`config.mk`:
```
export PLATFORM = sky130hd
export DESIGN_NAME = mac_dot_sequencer_flat
export DESIGN_NICKNAME = d
export VERILOG_FILES = /design/src/rtl/mac_pkg.sv /design/src/rtl/mac_dot_sequencer_if.sv /design/src/rtl/seq_down_counter.sv /design/src/rtl/mac_dot_sequencer.sv /design/src/flat_wrapper.sv
export SDC_FILE = /design/constraint.sdc
export NUM_CORES = 1
export LEC_CHECK = 0
export CORE_MARGIN = 3
export CORE_UTILIZATION = 50
export DETAILED_ROUTE_END_ITERATION = 6
export GPL_TIMING_DRIVEN = 0
export PLACE_DENSITY = 0.77
export SLEW_MARGIN = 40
export SYNTH_ARGS = -nofsm -noshare
export SYNTH_HDL_FRONTEND = slang
export SYNTH_HIERARCHICAL = 1
export SYNTH_SLANG_ARGS = --single-unit
```
`constraint.sdc`:
```
create_clock -name clk -period 11.65 [get_ports clk]
set_input_delay 2.33 -clock clk [delete_from_list [all_inputs] [get_ports clk]]
set_output_delay 2.33 -clock clk [all_outputs]
set_load 0.03 [all_outputs]
```
`src/rtl/mac_pkg.sv`:
```
// Shared types and widths for the MAC dot-product sequencer.
// Included first by every file in this slice.
package mac_pkg;

    localparam int MAC_OP_W  = 32;
    localparam int MAC_ACC_W = 64;
    localparam int CNT_W     = 16;

    typedef enum logic [2:0] {
        IDLE,
        ISSUE,
        DRAIN,
        FINAL,
        WAIT_OUT,
        DONE
    } state_e;

endpackage

```
`src/rtl/mac_dot_sequencer_if.sv`:
```
// Command, operand, MAC and result signals of the dot-product sequencer.
// master = sequencer side, slave = environment (requester + MAC).
interface mac_dot_sequencer_if
    import mac_pkg::*;
#(
    parameter int LEN_W = 16
) ();

    logic                  cmd_valid;
    logic                  cmd_ready;
    logic [LEN_W-1:0]      cmd_len;
    logic                  op_valid;
    logic                  op_ready;
    logic [MAC_OP_W-1:0]   op_a;
    logic [MAC_OP_W-1:0]   op_b;
    logic                  mac_en;
    logic [MAC_OP_W-1:0]   mac_a;
    logic [MAC_OP_W-1:0]   mac_b;
    logic                  mac_finalize;
    logic [MAC_ACC_W-1:0]  mac_out;
    logic                  mac_out_valid;
    logic                  res_valid;
    logic                  res_ready;
    logic [MAC_ACC_W-1:0]  res_data;
    logic                  res_err;
    logic                  busy;

    modport master (
        input  cmd_valid, cmd_len,
        input  op_valid, op_a, op_b,
        input  mac_out, mac_out_valid,
        input  res_ready,
        output cmd_ready, op_ready,
        output mac_en, mac_a, mac_b, mac_finalize,
        output res_valid, res_data, res_err, busy
    );

    modport slave (
        output cmd_valid, cmd_len,
        output op_valid, op_a, op_b,
        output mac_out, mac_out_valid,
        output res_ready,
        input  cmd_ready, op_ready,
        input  mac_en, mac_a, mac_b, mac_finalize,
        input  res_valid, res_data, res_err, busy
    );

endinterface

```
`src/rtl/seq_down_counter.sv`:
```
// Loadable down-counter that saturates at zero and flags it.
// Used for issue spacing, pipeline drain and snapshot timeout.
module seq_down_counter #(
    parameter int W = 16
) (
    input  logic         clk,
    input  logic         rst,
    input  logic         load_i,
    input  logic [W-1:0] load_val_i,
    input  logic         dec_i,
    output logic         zero_o
);

    logic [W-1:0] cnt_q;

    always_ff @(posedge clk or posedge rst) begin
        if (rst) begin
            cnt_q <= '0;
        end else if (load_i) begin
            cnt_q <= load_val_i;
        end else if (dec_i && cnt_q != '0) begin
            cnt_q <= cnt_q - 1'b1;
        end
    end

    assign zero_o = (cnt_q == '0);

endmodule

```
`src/rtl/mac_dot_sequencer.sv`:
```
// Streams a dot-product command into the MAC and returns the delta
// of the accumulator snapshot against the previous snapshot.
module mac_dot_sequencer
    import mac_pkg::*;
#(
    parameter int LEN_W     = 16,
    parameter int ISSUE_GAP = 1,
    parameter int MULT_LAT  = 4,
    parameter int TIMEOUT   = 64
) (
    input  logic                 clk,
    input  logic                 rst,
    mac_dot_sequencer_if.master  bus_io
);

    // Gap load is two short: op_ready is itself a register stage.
    localparam logic [CNT_W-1:0] GAP_LD =
        CNT_W'(ISSUE_GAP > 1 ? ISSUE_GAP - 2 : 0);
    localparam logic [CNT_W-1:0] DRN_LD = CNT_W'(MULT_LAT);
    localparam logic [CNT_W-1:0] TMO_LD =
        CNT_W'(TIMEOUT > 2 ? TIMEOUT - 2 : 0);
    localparam bit B2B = (ISSUE_GAP <= 1);

    state_e                state_q;
    logic [LEN_W-1:0]      rem_q;
    logic [MAC_ACC_W-1:0]  base_q;
    logic                  cmd_ready_q;
    logic                  op_ready_q;
    logic                  mac_en_q;
    logic [MAC_OP_W-1:0]   mac_a_q;
    logic [MAC_OP_W-1:0]   mac_b_q;
    logic                  mac_fin_q;
    logic                  res_valid_q;
    logic [MAC_ACC_W-1:0]  res_data_q;
    logic                  res_err_q;
    logic                  busy_q;

    logic hs;
    logic last;
    logic gap_zero;
    logic drn_zero;
    logic tmo_zero;

    assign hs   = (state_q == ISSUE) && op_ready_q
                  && bus_io.op_valid;
    assign last = (rem_q == LEN_W'(1));

    seq_down_counter #(.W(CNT_W)) u_gap (
        .clk        (clk),
        .rst        (rst),
        .load_i     (hs),
        .load_val_i (GAP_LD),
        .dec_i      (1'b1),
        .zero_o     (gap_zero)
    );

    seq_down_counter #(.W(CNT_W)) u_drain (
        .clk        (clk),
        .rst        (rst),
        .load_i     (hs && last),
        .load_val_i (DRN_LD),
        .dec_i      (state_q == DRAIN),
        .zero_o     (drn_zero)
    );

    seq_down_counter #(.W(CNT_W)) u_tmo (
        .clk        (clk),
        .rst        (rst),
        .load_i     (state_q == FINAL),
        .load_val_i (TMO_LD),
        .dec_i      (state_q == WAIT_OUT),
        .zero_o     (tmo_zero)
    );

    always_ff @(posedge clk or posedge rst) begin
        if (rst) begin
            state_q     <= IDLE;
            rem_q       <= '0;
            base_q      <= '0;
            cmd_ready_q <= 1'b1;
            op_ready_q  <= 1'b0;
            mac_en_q    <= 1'b0;
            mac_a_q     <= '0;
            mac_b_q     <= '0;
            mac_fin_q   <= 1'b0;
            res_valid_q <= 1'b0;
            res_data_q  <= '0;
            res_err_q   <= 1'b0;
            busy_q      <= 1'b0;
        end else begin
            mac_en_q <= 1'b0;
            unique case (state_q)
                IDLE: begin
                    if (bus_io.cmd_valid) begin
                        cmd_ready_q <= 1'b0;
                        busy_q      <= 1'b1;
                        rem_q       <= bus_io.cmd_len;
                        if (bus_io.cmd_len != '0) begin
                            state_q    <= ISSUE;
                            op_ready_q <= 1'b1;
                        end else begin
                            state_q   <= FINAL;
                            mac_fin_q <= 1'b1;
                        end
                    end
                end
                ISSUE: begin
                    if (hs) begin
                        mac_en_q   <= 1'b1;
                        mac_a_q    <= bus_io.op_a;
                        mac_b_q    <= bus_io.op_b;
                        rem_q      <= rem_q - 1'b1;
                        op_ready_q <= B2B && !last;
                        if (last) state_q <= DRAIN;
                    end else begin
                        op_ready_q <= gap_zero;
                    end
                end
                DRAIN: begin
                    if (drn_zero) begin
                        state_q   <= FINAL;
                        mac_fin_q <= 1'b1;
                    end
                end
                FINAL: begin
                    mac_fin_q <= 1'b0;
                    state_q   <= WAIT_OUT;
                end
                WAIT_OUT: begin
                    if (bus_io.mac_out_valid) begin
                        res_data_q  <= bus_io.mac_out - base_q;
                        base_q      <= bus_io.mac_out;
                        res_err_q   <= 1'b0;
                        res_valid_q <= 1'b1;
                        state_q     <= DONE;
                    end else if (tmo_zero) begin
                        res_data_q  <= '0;
                        res_err_q   <= 1'b1;
                        res_valid_q <= 1'b1;
                        state_q     <= DONE;
                    end
                end
                DONE: begin
                    if (bus_io.res_ready) begin
                        res_valid_q <= 1'b0;
                        cmd_ready_q <= 1'b1;
                        busy_q      <= 1'b0;
                        state_q     <= IDLE;
                    end
                end
                default: state_q <= IDLE;
            endcase
        end
    end

    assign bus_io.cmd_ready    = cmd_ready_q;
    assign bus_io.op_ready     = op_ready_q;
    assign bus_io.mac_en       = mac_en_q;
    assign bus_io.mac_a        = mac_a_q;
    assign bus_io.mac_b        = mac_b_q;
    assign bus_io.mac_finalize = mac_fin_q;
    assign bus_io.res_valid    = res_valid_q;
    assign bus_io.res_data     = res_data_q;
    assign bus_io.res_err      = res_err_q;
    assign bus_io.busy         = busy_q;

endmodule

```
`src/flat_wrapper.sv`:
```
// flat-port wrapper written by rule: the top's interface ports become plain ports
module mac_dot_sequencer_flat import mac_pkg::*;
#(
    parameter int LEN_W     = 16,
    parameter int ISSUE_GAP = 1,
    parameter int MULT_LAT  = 4,
    parameter int TIMEOUT   = 64
)
  (clk, rst, bus_io_cmd_valid, bus_io_cmd_len, bus_io_op_valid, bus_io_op_a, bus_io_op_b, bus_io_mac_out, bus_io_mac_out_valid, bus_io_res_ready, bus_io_cmd_ready, bus_io_op_ready, bus_io_mac_en, bus_io_mac_a, bus_io_mac_b, bus_io_mac_finalize, bus_io_res_valid, bus_io_res_data, bus_io_res_err, bus_io_busy);
  mac_dot_sequencer_if #(.LEN_W(LEN_W)) bus_io_i ();
  input  logic clk;
  input  logic rst;
  input wire logic [$bits(bus_io_i.cmd_valid)-1:0] bus_io_cmd_valid;
  input wire logic [$bits(bus_io_i.cmd_len)-1:0] bus_io_cmd_len;
  input wire logic [$bits(bus_io_i.op_valid)-1:0] bus_io_op_valid;
  input wire logic [$bits(bus_io_i.op_a)-1:0] bus_io_op_a;
  input wire logic [$bits(bus_io_i.op_b)-1:0] bus_io_op_b;
  input wire logic [$bits(bus_io_i.mac_out)-1:0] bus_io_mac_out;
  input wire logic [$bits(bus_io_i.mac_out_valid)-1:0] bus_io_mac_out_valid;
  input wire logic [$bits(bus_io_i.res_ready)-1:0] bus_io_res_ready;
  output wire logic [$bits(bus_io_i.cmd_ready)-1:0] bus_io_cmd_ready;
  output wire logic [$bits(bus_io_i.op_ready)-1:0] bus_io_op_ready;
  output wire logic [$bits(bus_io_i.mac_en)-1:0] bus_io_mac_en;
  output wire logic [$bits(bus_io_i.mac_a)-1:0] bus_io_mac_a;
  output wire logic [$bits(bus_io_i.mac_b)-1:0] bus_io_mac_b;
  output wire logic [$bits(bus_io_i.mac_finalize)-1:0] bus_io_mac_finalize;
  output wire logic [$bits(bus_io_i.res_valid)-1:0] bus_io_res_valid;
  output wire logic [$bits(bus_io_i.res_data)-1:0] bus_io_res_data;
  output wire logic [$bits(bus_io_i.res_err)-1:0] bus_io_res_err;
  output wire logic [$bits(bus_io_i.busy)-1:0] bus_io_busy;
  assign bus_io_i.cmd_valid = bus_io_cmd_valid;
  assign bus_io_i.cmd_len = bus_io_cmd_len;
  assign bus_io_i.op_valid = bus_io_op_valid;
  assign bus_io_i.op_a = bus_io_op_a;
  assign bus_io_i.op_b = bus_io_op_b;
  assign bus_io_i.mac_out = bus_io_mac_out;
  assign bus_io_i.mac_out_valid = bus_io_mac_out_valid;
  assign bus_io_i.res_ready = bus_io_res_ready;
  assign bus_io_cmd_ready = bus_io_i.cmd_ready;
  assign bus_io_op_ready = bus_io_i.op_ready;
  assign bus_io_mac_en = bus_io_i.mac_en;
  assign bus_io_mac_a = bus_io_i.mac_a;
  assign bus_io_mac_b = bus_io_i.mac_b;
  assign bus_io_mac_finalize = bus_io_i.mac_finalize;
  assign bus_io_res_valid = bus_io_i.res_valid;
  assign bus_io_res_data = bus_io_i.res_data;
  assign bus_io_res_err = bus_io_i.res_err;
  assign bus_io_busy = bus_io_i.busy;
  mac_dot_sequencer #(.LEN_W(LEN_W), .ISSUE_GAP(ISSUE_GAP), .MULT_LAT(MULT_LAT), .TIMEOUT(TIMEOUT)) u_core (.clk(clk), .rst(rst), .bus_io(bus_io_i));
endmodule
```
=== Yosys cells after proc, flatten, opt, wreduce, memory -nomap -nowiden ===
Index checks and enable logic that the tools add are counted.

* Add/subtract/negate cells: 5
* $mul: 0
* Div/mod/pow operators: 0
* Order comparisons: 0
* Equality and inequality tests: 14
* Shift operators: 0
* Mux-type cells: 40
* Bitwise gates (word level): 0
* Reduce and logical (&&, ||, !) cells: 31

{| class="wikitable"
|+ Operator list
! cell !! count
|-
| 16-bit two-way mux || 8
|-
| 64-bit two-way mux || 2
|-
| 16-bit nonzero test || 4
|-
| 16-bit by 1-bit subtractor with 16-bit output (second input constant) || 4
|-
| 64-bit subtractor || 1
|-
| 16-bit logical NOT || 3
|-
| 16-bit case mux with 2 select lines || 1
|-
| 3-bit two-way mux || 7
|-
| 3-bit case mux with 6 select lines || 1
|-
| 16-bit by 1-bit equality test with 1-bit output (second input constant) || 1
|-
| 1-bit two-way mux || 15
|-
| 2-bit nonzero test || 7
|-
| 3-bit AND reduction || 4
|-
| 2-bit by 1-bit inequality test with 1-bit output (second input constant) || 4
|-
| 1-bit case mux with 2 select lines || 4
|-
| 3-bit by 2-bit equality test with 1-bit output (second input constant) || 2
|-
| 3-bit equality test (second input constant) || 2
|-
| 2-bit inequality test (second input constant) || 3
|-
| 2-bit AND reduction || 3
|-
| 6-bit AND reduction || 1
|-
| 1-bit logical AND || 5
|-
| 4-bit AND reduction || 1
|-
| 3-bit by 1-bit equality test with 1-bit output (second input constant) || 1
|-
| 3-bit logical NOT || 1
|-
| other kinds (5) || 5
|}

* Bits in registers: 266
* Latch bits: 0
* Memory bits (writable): 0
* ROM bits: 0
* Input port bits: 150
* Output and inout bits: 135
* Memories: 0

=== Logic depth before layout (Yosys ltp) ===
* Depth after elaboration: 5
* Depth in mapped cells: 13
* Mapped depth without buffers: 13

=== Hierarchy ===
Netlist, hierarchy kept.

{| class="wikitable"
|+ Modules (own cells, without submodules)
! module !! instances !! cells an instance !! area each (um^2)
|-
| mac_dot_sequencer || 1 || 1336 || 12200.5
|-
| seq_down_counter at u_core.u_drain ... || 2 || 123 || 1057.3
|-
| seq_down_counter at u_core.u_tmo || 1 || 125 || 1097.3
|}

=== Worst setup path after synthesis ===
OpenSTA, ideal clock, no wires.

* Kind: input-to-reg
* Start: in bus_io_mac_out[30]
* End: reg u_core.res_data_q[63] (netlist: u_core/bus_io.res_data[63])
* Setup time: 0.126 ns
* Data arrival time: 5.249 ns
* Data required time: 11.524 ns
* Slack: 6.275 ns
* Cell stages on the path: 12
* Path buffers: 1
* Cells stage by stage: ha_1 buf_6 a211oi_4 o211ai_2 a2111oi_2 a211oi_1 a2bb2oi_1 or4b_4 a221o_1 a31o_1 o311a_1 a221o_1

* Word-level cells in the longest chain between the ends: 2

{| class="wikitable"
|+ Ends and longest elaborated chain
! what !! RTL line !! RTL
|-
| start, declared || flat_wrapper.sv:18 || <nowiki>input wire logic [$bits(bus_io_i.mac_out)-1:0] bus_io_mac_out;</nowiki>
|-
| 64-bit subtractor || mac_dot_sequencer.sv:131 || <nowiki>res_data_q <= bus_io.mac_out - base_q;</nowiki>
|-
| 64-bit two-way mux || mac_dot_sequencer.sv:130 || <nowiki>if (bus_io.mac_out_valid) begin</nowiki>
|-
| end signal, assigned || mac_dot_sequencer.sv:131 ||
|-
| end, declared || mac_dot_sequencer.sv:34 || <nowiki>logic [MAC_ACC_W-1:0] res_data_q;</nowiki>
|}

Every way passes these cells.
A chain may end at the register's enable or synchronous reset.

=== Final worst setup path ===
* Start: in bus_io_mac_out[0]
* End: reg u_core.res_data_q[51] (netlist: u_core/bus_io.res_data[51])

Same word-level chain as after synthesis.

==> results.ini <==
[run_status]
run_status=complete, no violations

[floorplanning]
core-area_um2=30000
die_x_um=182
std_cell_rows=63
ioPinCount=285
initial_core_util=0.513
dieArea_um2=33000
die_y_um=182

[place]
portBuffers=284
gp_congestion=0.939
dp_hpwl_um=32800

[pwr]
ir_drop_mv=0.107
p_leak_nw=8.87
power_mw=2.21
p_per_area_nw_per_um2=110

[routing]
ant_nets=0
initialDrtViolationCount=1044
remaining_drc_errors=0
drt-vias-per-instance=5.68
num_vias=14100
routed_wl_um=43900
dr.pass1.iters=5
wl_per_cell_um=17.6

[global_routing]
antenna_found_initial=2
grt_pass1_wl_um=70700
grt_usage=0.256
grt_max_degree=65
overflow=0
first_global_vias=13700

[critical_path]
cp-start-kind=input pin
rr_endpoint=u_core/bus_io.res_data[51]
worstPathMaxFanout=3
worstRegToRegCells=12
path_class=input pin to flip-flop
r2r_slack_ns=7.77
reg2reg_from=u_core/base_q[3]
cp_data_arrival_time_ns=6.19
worstSetupEndpointType=flip-flop
required_ns=12.07

[cts]
clk_pin_slew_worst_paths_ns=0.06
cts_sinks=266
cts_buffers=30
postCtsSetupBuffers=0
clock_latency_ns=0.56
cts-resized-gates=0
ctsRootBufferMaster=clkbuf_16
ctsHtreeMaxLevel=1
cts_hold_buf=0
cts_tree=done
clockBufferDepth=3

[yosys]
ys_seq_elements=266
post-synth-top-count-cell=dfrtp_1
synth-seq-area-share=0.432
synth_common_cells=dfrtp_1 (265), nand2_1 (227), o21ai_0 (189)
avgSynthCellArea_um2=9.03
syn_area_um2=15400
synth_edf_count=0
synth_cell_type_count=84
synth_area_leader_cell=dfrtp_1
synth.top_cell.area_share=0.430
async_flop_share=1.00
synth_area_leaders=dfrtp_1 (43%), o21ai_0 (6.1%), ha_1 (5.6%), nand2_1 (5.5%), mux2_2 (5.0%)
yosysWarningCount=6
netlist_instances=1707
synth_ff_type=dfrtp_1

[sta]
setup_viol=0
final-hold-violation-count=0
finalClockSkew_ns=0.0128
whs_ns=0.479
max_slew_margin=0.441
rsz0062_at_grt=no
min_period_over_period=0.495
fmax_mhz=173
drv_slew=0
tns_ns=0
tightest_slew_ns=0.830
period_needed_ns=5.77

[finish]
drive_above_1_share=0.0748
finalNetCount=2297
fillers=2383
synthToLayoutAreaGrowth_pct=30.4

[worst_hold_path]
holdCritStartpoint=u_core/bus_io.res_data[39]
min_path_cells=2
hold_path_class=flip-flop to flip-flop
hold_end=u_core/bus_io.res_data[39]

[job]
cap_violations=0

## cell type report
class / count / area [µm²] / share of cell area
Clock buffer: 39 / 865 / 0.0430
Multi-Input combinational cell: 1303 / 8210 / 0.409
Antenna cell: 2 / 5.00 / 0.000249
Clock inverter: 16 / 200 / 0.00996
Sequential cell: 266 / 6660 / 0.331
Tap cell: 390 / 488 / 0.0243
Timing Repair Buffer: 287 / 2930 / 0.146
Buffer: 83 / 338 / 0.0168
Inverter: 106 / 405 / 0.0202
## layer usage
metal	vias to the layer above	share of wire	GRT usage	wire, µm
met4	2	0.029	0.0695	1270
met5	-	0.00016	0	7
met2	528	0.48	0.441	21200
met3	91	0.068	0.0429	3000
met1	6750	0.42	0.334	18400
li1	6772	-	-	-
## how the worst max path moves through the flow
stage               slack, ns               from                         end
finish                   5.88  bus_io_mac_out[0]  u_core/bus_io.res_data[51]
global placement         0.36                rst  u_core/bus_io.res_data[40]
floorplan                3.36                rst            u_core/base_q[0]
CTS                      6.06  bus_io_mac_out[2]  u_core/bus_io.res_data[63]
global route             5.76  bus_io_mac_out[0]  u_core/bus_io.res_data[51]
detailed placement       5.48  bus_io_mac_out[2]  u_core/bus_io.res_data[63]
## logic make-up after synthesis
logic type / after synthesis / synth area share
multiplexers: 75 / 0.0543
adder cells (fa/ha/maj): 70 / 0.0573
buffers and inverters: 189 / 0.0477
other: 2 / 0.000487
AND/OR/NAND/NOR: 555 / 0.179
flip-flops: 266 / 0.432
XOR/XNOR: 67 / 0.0381
AO/OA/AOI/OAI: 483 / 0.191
## critical path, cell delays in order
cell and delay [ns]:
clkdlybuf4s50_1 0.52, inv_1 0.09, ha_1 0.20, nand3b_1 0.17, a21boi_0 0.35, o211a_1 0.20
o41ai_1 0.14, o41a_1 0.40, o21ai_0 0.69, a21oi_1 0.30, o41ai_1 0.51, xnor2_1 0.18
o21ai_0 0.10
## per-stage QoR
step           setup WS, ns  std cells  instance area (µm²)  utilization
2_1_floorplan          3.36       1758                15600            -
6_report               5.88       2492                20100        0.669
3_3_place_gp          0.362       2432                18900        0.630
5_1_grt                5.76       2491                20100        0.669
3_5_place_dp           5.48       2435                19000        0.633
4_1_cts                6.06       2490                20100        0.669
## report_power, final
group / internal, mW / switching [mW]
Sequential: 0.945 / 0.0289
Combinational: 0.111 / 0.125
Clock: 0.609 / 0.389
Total: 1.67 / 0.543
## flip-flops by register name, summed over array words and instances, names as in the netlist
register and count:
u_core/u_drain/cnt_q 16, u_core/bus_io.op_ready 1, u_core/bus_io.mac_b 32, u_core/bus_io.res_err 1
u_core/u_tmo/cnt_q 16, u_core/state_q 3, u_core/bus_io.mac_en 1, u_core/rem_q 16
u_core/bus_io.cmd_ready 1, u_core/bus_io.busy 1, u_core/bus_io.res_data 64, u_core/bus_io.mac_finalize 1
u_core/bus_io.res_valid 1, u_core/base_q 64, u_core/u_gap/cnt_q 16, u_core/bus_io.mac_a 32
## cell usage in the layout, fill, tap and decap left out, types with 17 or more instances in the layout
cell type / instances
nor2_1: 104
clkbuf_1: 76
o21ai_0: 189
nand3_1: 35
conb_1: 53
xnor2_1: 37
nand4_1: 30
o21bai_1: 17
inv_1: 103
clkbuf_16: 30
or4_1: 17
dfrtp_1: 265
ha_1: 69
nor3_1: 36
a21oi_1: 112
clkdlybuf4s50_1: 284
a31oi_1: 26
nand2_1: 227
xor2_1: 30
a21o_1: 28
mux2_2: 68
(Power assumes the default switching activity.)
